===== src/rtl/usb_ep_tx_rd_pkg.sv =====
// usb_ep_tx_rd_pkg
//   Shared definitions for the endpoint-buffer TX read path: FSM state
//   encodings, the bytes-per-word constant, and a helper that gives the
//   number of payload bytes carried by the final word of a transfer.
package usb_ep_tx_rd_pkg;

    typedef enum logic [1:0] {
        ST_IDLE = 2'd0,
        ST_RUN  = 2'd1,
        ST_DONE = 2'd2
    } tx_rd_state_e;

    localparam int BYTES_PER_WORD = 4;

    // Bytes in the final word given len[1:0]: a multiple of 4 means a full word.
    function automatic logic [2:0] last_word_bytes(input logic [1:0] len_lsb);
        return (len_lsb == 2'd0) ? 3'(BYTES_PER_WORD) : {1'b0, len_lsb};
    endfunction

endpackage


===== src/rtl/usb_ep_word_fifo.sv =====
// usb_ep_word_fifo
//   Two-entry 32-bit word FIFO. Every entry carries the number of valid
//   bytes it holds (1..4). The head entry is presented one byte at a time,
//   LSB byte first, through a byte-lane pointer; an entry is retired when
//   its last valid byte is popped, so unused lanes of a short final word
//   are never presented.
// Ports:
//   clk, rst_n        clock, asynchronous active-low reset
//   flush             drop all entries and reset the lane pointer
//   wr_en/wr_data/wr_cnt  capture a word and its valid-byte count
//   pop               consume the byte currently presented
//   rd_valid/rd_byte  head byte and its valid flag
//   occ               number of entries held (0..2)
module usb_ep_word_fifo (
    input  logic        clk,
    input  logic        rst_n,
    input  logic        flush,
    input  logic        wr_en,
    input  logic [31:0] wr_data,
    input  logic [2:0]  wr_cnt,
    input  logic        pop,
    output logic        rd_valid,
    output logic [7:0]  rd_byte,
    output logic [1:0]  occ
);

    logic [31:0] mem_q [2];
    logic [31:0] mem_d [2];
    logic [2:0]  cnt_q [2];
    logic [2:0]  cnt_d [2];
    logic        wptr_q, wptr_d;
    logic        rptr_q, rptr_d;
    logic [1:0]  occ_q, occ_d;
    logic [1:0]  lane_q, lane_d;
    logic [31:0] head_word;
    logic        do_pop;
    logic        word_done;

    assign head_word = mem_q[rptr_q];
    assign rd_valid  = (occ_q != 2'd0);
    assign rd_byte   = head_word[{lane_q, 3'b000} +: 8];
    assign occ       = occ_q;

    always_comb begin
        mem_d     = mem_q;
        cnt_d     = cnt_q;
        wptr_d    = wptr_q;
        rptr_d    = rptr_q;
        occ_d     = occ_q;
        lane_d    = lane_q;
        do_pop    = pop && (occ_q != 2'd0);
        word_done = (({1'b0, lane_q} + 3'd1) == cnt_q[rptr_q]);
        if (flush) begin
            wptr_d = 1'b0;
            rptr_d = 1'b0;
            occ_d  = 2'd0;
            lane_d = 2'd0;
        end else begin
            if (do_pop) begin
                if (word_done) begin
                    rptr_d = ~rptr_q;
                    lane_d = 2'd0;
                end else begin
                    lane_d = lane_q + 2'd1;
                end
            end
            if (wr_en) begin
                mem_d[wptr_q] = wr_data;
                cnt_d[wptr_q] = wr_cnt;
                wptr_d        = ~wptr_q;
            end
            occ_d = occ_q + {1'b0, wr_en} - {1'b0, do_pop && word_done};
        end
    end

    always_ff @(posedge clk or negedge rst_n) begin
        if (!rst_n) begin
            for (int i = 0; i < 2; i++) begin
                mem_q[i] <= '0;
                cnt_q[i] <= '0;
            end
            wptr_q <= 1'b0;
            rptr_q <= 1'b0;
            occ_q  <= 2'd0;
            lane_q <= 2'd0;
        end else begin
            mem_q  <= mem_d;
            cnt_q  <= cnt_d;
            wptr_q <= wptr_d;
            rptr_q <= rptr_d;
            occ_q  <= occ_d;
            lane_q <= lane_d;
        end
    end

endmodule


===== src/rtl/usb_ep_tx_rd.sv =====
// usb_ep_tx_rd
//   Reads 32-bit words from the endpoint buffer (1-cycle read latency) and
//   streams them LSB byte first to the TX packet engine over a valid/ack
//   handshake. A start request supplies a word base address and a byte
//   length; exactly that many bytes are sent, the last one flagged, then
//   done pulses for one cycle.
// Ports:
//   clk, rst_n                     clock, asynchronous active-low reset
//   start/start_addr/start_len     transfer request (accepted only in idle)
//   abort                          cancel, highest priority
//   busy, done                     status
//   rd_addr_0, rd_en_0, rd_data_1  buffer read port
//   tx_data/tx_valid/tx_last/tx_ack  byte stream to the TX engine
module usb_ep_tx_rd
    import usb_ep_tx_rd_pkg::*;
#(
    parameter int AWIDTH = 11,
    parameter int ARW    = AWIDTH - 2,
    parameter int LWIDTH = 11
) (
    input  logic              clk,
    input  logic              rst_n,
    input  logic              start,
    input  logic [ARW-1:0]    start_addr,
    input  logic [LWIDTH-1:0] start_len,
    input  logic              abort,
    output logic              busy,
    output logic              done,
    output logic [ARW-1:0]    rd_addr_0,
    output logic              rd_en_0,
    input  logic [31:0]       rd_data_1,
    output logic [7:0]        tx_data,
    output logic              tx_valid,
    output logic              tx_last,
    input  logic              tx_ack
);

    localparam int WW = LWIDTH - 1;   // enough for ceil((2^LWIDTH-1)/4) words
    localparam logic [ARW-1:0]    ADDR_ONE = 1;
    localparam logic [LWIDTH-1:0] LEN_ONE  = 1;
    localparam logic [WW-1:0]     WRD_ONE  = 1;

    tx_rd_state_e      state_q, state_d;
    logic [ARW-1:0]    addr_q, addr_d;        // next word to fetch
    logic [WW-1:0]     words_q, words_d;      // words still to fetch
    logic [LWIDTH-1:0] bytes_q, bytes_d;      // bytes still to be acked
    logic [2:0]        last_cnt_q, last_cnt_d;
    logic              rd_en_q, rd_en_d;
    logic [ARW-1:0]    rd_addr_q, rd_addr_d;
    logic [2:0]        rd_cnt_q, rd_cnt_d;    // byte count of the word being read
    logic              cap_q, cap_d;          // read data arrives this cycle
    logic [2:0]        cap_cnt_q, cap_cnt_d;

    logic [LWIDTH:0]   len_p3;
    logic [WW-1:0]     start_words;
    logic [2:0]        start_last;
    logic [2:0]        pending;
    logic              fifo_flush;
    logic              fifo_pop;
    logic              fifo_valid;
    logic [7:0]        fifo_byte;
    logic [1:0]        fifo_occ;

    assign len_p3      = {1'b0, start_len} + (LWIDTH+1)'(3);
    assign start_words = len_p3[LWIDTH:2];
    assign start_last  = last_word_bytes(start_len[1:0]);

    // Words held plus words on their way in; the FIFO never overfills
    // because a read is only launched while this stays below two.
    assign pending = {1'b0, fifo_occ} + {2'b0, rd_en_q} + {2'b0, cap_q};

    assign tx_valid  = fifo_valid;
    assign tx_data   = fifo_byte;
    assign tx_last   = fifo_valid && (bytes_q == LEN_ONE);
    assign busy      = (state_q != ST_IDLE);
    assign done      = (state_q == ST_DONE);
    assign rd_en_0   = rd_en_q;
    assign rd_addr_0 = rd_addr_q;
    assign fifo_pop  = fifo_valid && tx_ack && !abort;

    always_comb begin
        state_d    = state_q;
        addr_d     = addr_q;
        words_d    = words_q;
        bytes_d    = bytes_q;
        last_cnt_d = last_cnt_q;
        rd_en_d    = 1'b0;
        rd_addr_d  = rd_addr_q;
        rd_cnt_d   = rd_cnt_q;
        cap_d      = rd_en_q;
        cap_cnt_d  = rd_cnt_q;
        fifo_flush = 1'b0;

        unique case (state_q)
            ST_IDLE: begin
                if (start) begin
                    bytes_d    = start_len;
                    last_cnt_d = start_last;
                    if (start_len == '0) begin
                        state_d = ST_DONE;
                        words_d = '0;
                    end else begin
                        // First read launches straight from idle to hit
                        // rd_en_0 in the cycle after start.
                        state_d   = ST_RUN;
                        rd_en_d   = 1'b1;
                        rd_addr_d = start_addr;
                        addr_d    = start_addr + ADDR_ONE;
                        words_d   = start_words - WRD_ONE;
                        rd_cnt_d  = (start_words == WRD_ONE) ? start_last : 3'(BYTES_PER_WORD);
                    end
                end
            end
            ST_RUN: begin
                if ((words_q != '0) && (pending < 3'd2)) begin
                    rd_en_d   = 1'b1;
                    rd_addr_d = addr_q;
                    addr_d    = addr_q + ADDR_ONE;
                    words_d   = words_q - WRD_ONE;
                    rd_cnt_d  = (words_q == WRD_ONE) ? last_cnt_q : 3'(BYTES_PER_WORD);
                end
                if (fifo_pop && (bytes_q != '0)) begin
                    bytes_d = bytes_q - LEN_ONE;
                    if (bytes_q == LEN_ONE) state_d = ST_DONE;
                end
            end
            ST_DONE: state_d = ST_IDLE;
            default: state_d = ST_IDLE;
        endcase

        if (abort) begin
            state_d    = ST_IDLE;
            rd_en_d    = 1'b0;
            cap_d      = 1'b0;     // discard a read already in flight
            words_d    = '0;
            bytes_d    = '0;
            fifo_flush = 1'b1;
        end
    end

    always_ff @(posedge clk or negedge rst_n) begin
        if (!rst_n) begin
            state_q    <= ST_IDLE;
            addr_q     <= '0;
            words_q    <= '0;
            bytes_q    <= '0;
            last_cnt_q <= '0;
            rd_en_q    <= 1'b0;
            rd_addr_q  <= '0;
            rd_cnt_q   <= '0;
            cap_q      <= 1'b0;
            cap_cnt_q  <= '0;
        end else begin
            state_q    <= state_d;
            addr_q     <= addr_d;
            words_q    <= words_d;
            bytes_q    <= bytes_d;
            last_cnt_q <= last_cnt_d;
            rd_en_q    <= rd_en_d;
            rd_addr_q  <= rd_addr_d;
            rd_cnt_q   <= rd_cnt_d;
            cap_q      <= cap_d;
            cap_cnt_q  <= cap_cnt_d;
        end
    end

    usb_ep_word_fifo u_fifo (
        .clk      (clk),
        .rst_n    (rst_n),
        .flush    (fifo_flush),
        .wr_en    (cap_q && !abort),
        .wr_data  (rd_data_1),
        .wr_cnt   (cap_cnt_q),
        .pop      (fifo_pop),
        .rd_valid (fifo_valid),
        .rd_byte  (fifo_byte),
        .occ      (fifo_occ)
    );

endmodule


===== config.mk =====
export PLATFORM = sky130hd
export DESIGN_NAME = usb_ep_tx_rd
export DESIGN_NICKNAME = d
export VERILOG_FILES = /design/src/rtl/usb_ep_tx_rd_pkg.sv /design/src/rtl/usb_ep_word_fifo.sv /design/src/rtl/usb_ep_tx_rd.sv
export SDC_FILE = /design/constraint.sdc
export NUM_CORES = 1
export LEC_CHECK = 0
export CORE_ASPECT_RATIO = 1.4
export CORE_MARGIN = 2
export CORE_UTILIZATION = 51
export DETAILED_ROUTE_END_ITERATION = 8
export PLACE_DENSITY = 0.77
export SLEW_MARGIN = 20
export SYNTH_ARGS = -nofsm -noshare
export SYNTH_HDL_FRONTEND = slang
export SYNTH_SLANG_ARGS = --single-unit

===== constraint.sdc =====
create_clock -name clk -period 2.4 [get_ports clk]
set_input_delay 0.48 -clock clk [delete_from_list [all_inputs] [get_ports clk]]
set_output_delay 0.48 -clock clk [all_outputs]
set_load 0.01 [all_outputs]

==> metrics.txt <==
run status finished, violations left; failing checks negative setup slack; PD cells 876 nW/um^2; vias in the first global route 5988; DRT Wirelength between 15000 and 20000 um; critical path's top delay family multiplexers; Post-Synth XOR/XNOR Area 0.0154; Slew HR 0.516; mux cell area share after synthesis 0.200; Setup violations, final 7; clock skew 9.31 ps; Area growth, synth to finish 32.6%; Yosys top cell by area dfrtp_1; Final Hold Vio Count 0; Post-Synthesis Cell Area 6820 um^2; dpl hpwl 12500 um; CP cell instances buf_12 > buf_6 > mux4_2 > mux2_4 > buf_6; CP Data Arrival Time 2030 ps; clock sinks roughly 130; total core area 13200 um^2; Layout Nets 827; Worst Setup Start Kind flip-flop; Starting Density 0.517; number of top-level pins 79; flop2flop setup slack 120 ps; Fmax 399 MHz; H-Tree Depth 4; dpl cells 912; Mean Syn Cell Area about 11 um^2; first-pass detailed-route iteration total 6; RSZ-0062 raised after global routing true; routed vias/inst between 5 and 6; Min-Delay Path Class input pin to async pin; initial antenna violation count 0; crit-path most repeated cell buf_6; Post-synth EDFFs 0; min cycle time layout roughly 2500 ps; post-synthesis adder-cell area fraction 0.0202; gr usage total 0.261; CTS tree yes; top cells by area, synth dfrtp_1 47%, mux2_2 13%, mux4_2 5.3%; Worst-Skew Late Latency 420 ps; Site Rows 50; GRT Residual Overflow 0; Die Wd 102 um; DRT iter0 DRCs 294; via count 5620; Worst EP required between 1500 and 2000 ps; main combinational cell family by area after synthesis multiplexers; Worst-Margin Slew 725 ps; DRT antenna net count 0; Yosys top cell area share 0.470; CTS Buf Count 17; Antenna Cells 0; Post-synth top cells 128 x dfrtp_1, 81 x mux2_2, 48 x nand2_1; Final Worst Setup Slack -108 ps; Cells after Synth 630; Placer Congestion 0.932; Crit. path cell count 5; Async S/R FF share, synth 1.00; Seq/Total Area, Yosys 0.470; Synth Area in Compound Gates 0.127; Max IR drop VDD 463 uV; buffer depth of the longest clock path 2; dpl ws -381 ps; Critical Path Start u_fifo.rptr_q; clock root buffer clkbuf_16; WP buf/inv 3; DRC violations left 0; Post-Synth Simple-Gate Area 0.136; most frequent cell after synthesis dfrtp_1; PortBufs 78; Worst-path clk slew approximately 60 ps; cts hold-fix bufs 0; main flop type after synthesis dfrtp_1; CP Class flip-flop to output pin; fin. max-slew vios 0; Crit-path slowest cell mux4_2; largest net degree at the start of global routing 54; CP endpoint kind output pin; global-route wire length before repair 28900 um; Synth cell types 58; drt wl/cell 18.5 um; Die Footprint 14300 um^2; synth warn 0; layout cell share with drive strength beyond 1 0.288; Final Cycle Share 1.04; Die Ht 141 um; Non-Filler Instances 954; Synth Net Count 698; Worst R2R Start u_fifo.rptr_q; R2R cell count 10; MaxCap Viol Count 0; end of the critical path tx_data[3]; number of synthesized register bits roughly 130; reg-to-reg endpoint u_fifo.occ[0]; slowest stage delay, CP approximately 530 ps; Crit Path Max Fanout 6; Lkg Pwr 0.00396 uW
[layer usage]
| layer | GRT usage | vias to the layer above | wire length, um | share of wire |
|---|---|---|---|---|
| li1 | - | 2581 | - | - |
| met1 | 0.292 | 2780 | 6640 | 0.38 |
| met2 | 0.463 | 221 | 9450 | 0.53 |
| met3 | 0.0625 | 38 | 1040 | 0.059 |
| met4 | 0.116 | 0 | 557 | 0.031 |
| met5 | 0 | - | 0 | 0 |
[area by class of cell]
| type | count | area [um^2] |
|---|---|---|
| clock buffers | 19 | 453 |
| clock inverters | 13 | 209 |
| fillers | 959 | 4160 |
| inverters | 19 | 71.3 |
| multi-input cells | 450 | 3490 |
| flip-flops and latches | 128 | 3200 |
| well taps | 182 | 228 |
| repair buffers | 143 | 1390 |
[flip-flops by register name (all words and copies together), names as in the netlist, 2 cells and up]
signal / cells
addr_q: 9
bytes_q: 11
cap_cnt_d: 3
cap_cnt_q: 3
last_cnt_q: 3
rd_addr_0: 9
state_q: 2
u_fifo.cnt_q: 6
u_fifo.lane_q: 2
u_fifo.mem_q: 64
u_fifo.occ: 2
words_q: 10
[cells in the final DEF (no fill, tap or decap), drive strengths merged, types with 19 or more instances in the layout]
cell type	instances
dfrtp	128
mux2	81
buf	74
clkdlybuf4s50	65
nand2	48
nor2	41
o21ai	41
a21oi	36
nor3	26
inv	20
clkbuf	19
[worst min path at each step]
stage / start / to / slack (ps)
after floorplan: rst_n / addr_q[0] / 180
after global placement: cap_cnt_d[1] / cap_cnt_q[1] / 360
after detailed placement: cap_cnt_d[1] / cap_cnt_q[1] / 370
after CTS: rst_n / u_fifo.mem_q[50] / 130
after global routing: rst_n / u_fifo.mem_q[28] / 170
final: rst_n / u_fifo.mem_q[50] / 120
[cells by family (layout without fill, tap and decap cells)]
logic type / after synthesis / after routing
compound gates: 135 / 135
xor+xnor: 12 / 12
fa+ha+maj: 11 / 11
buf+inv: 52 / 194
flops: 128 / 128
mux: 106 / 106
simple gates: 186 / 186
[per-stage QoR]
step | utilization | TNS (ps) | hold slack [ps] | cell area (um^2) | power (uW)
6_report | 0.685 | -415 | 120 | 9040 | 7920
3_3_place_gp | 0.620 | -5050 | 360 | 8190 | 4860
2_1_floorplan | - | 0 | 184 | 6820 | 4130
3_5_place_dp | 0.620 | -6650 | 369 | 8190 | 4990
4_1_cts | 0.677 | -448 | 133 | 8930 | 7910
5_1_grt | 0.685 | -828 | 169 | 9040 | 8300
[where the power goes]
| part | total, uW | switching, uW | internal [uW] |
|---|---|---|---|
| sequential | 3000 | 339 | 2660 |
| clock | 2860 | 962 | 1900 |
| combinational | 2060 | 936 | 1130 |
[repair_timing]
action / in CTS / in global routing
endpoints found under the setup margin: 18 / 27
setup buffers: 6 / 4
endpoints found under the hold margin: 0 / 0
gates resized for setup: 49 / 18
pin swaps: 1 / 2
[worst register-to-register path, stage by stage (launching register included)]
cell and delay (ps):
dfrtp_2 420, buf_12 150, buf_4 150, mux2i_1 240, xor2_1 220, nand4b_1 190
nor2_1 150, ha_1 240, inv_1 60, ha_1 210, nor2b_1 130
(Power assumes the default switching activity.)
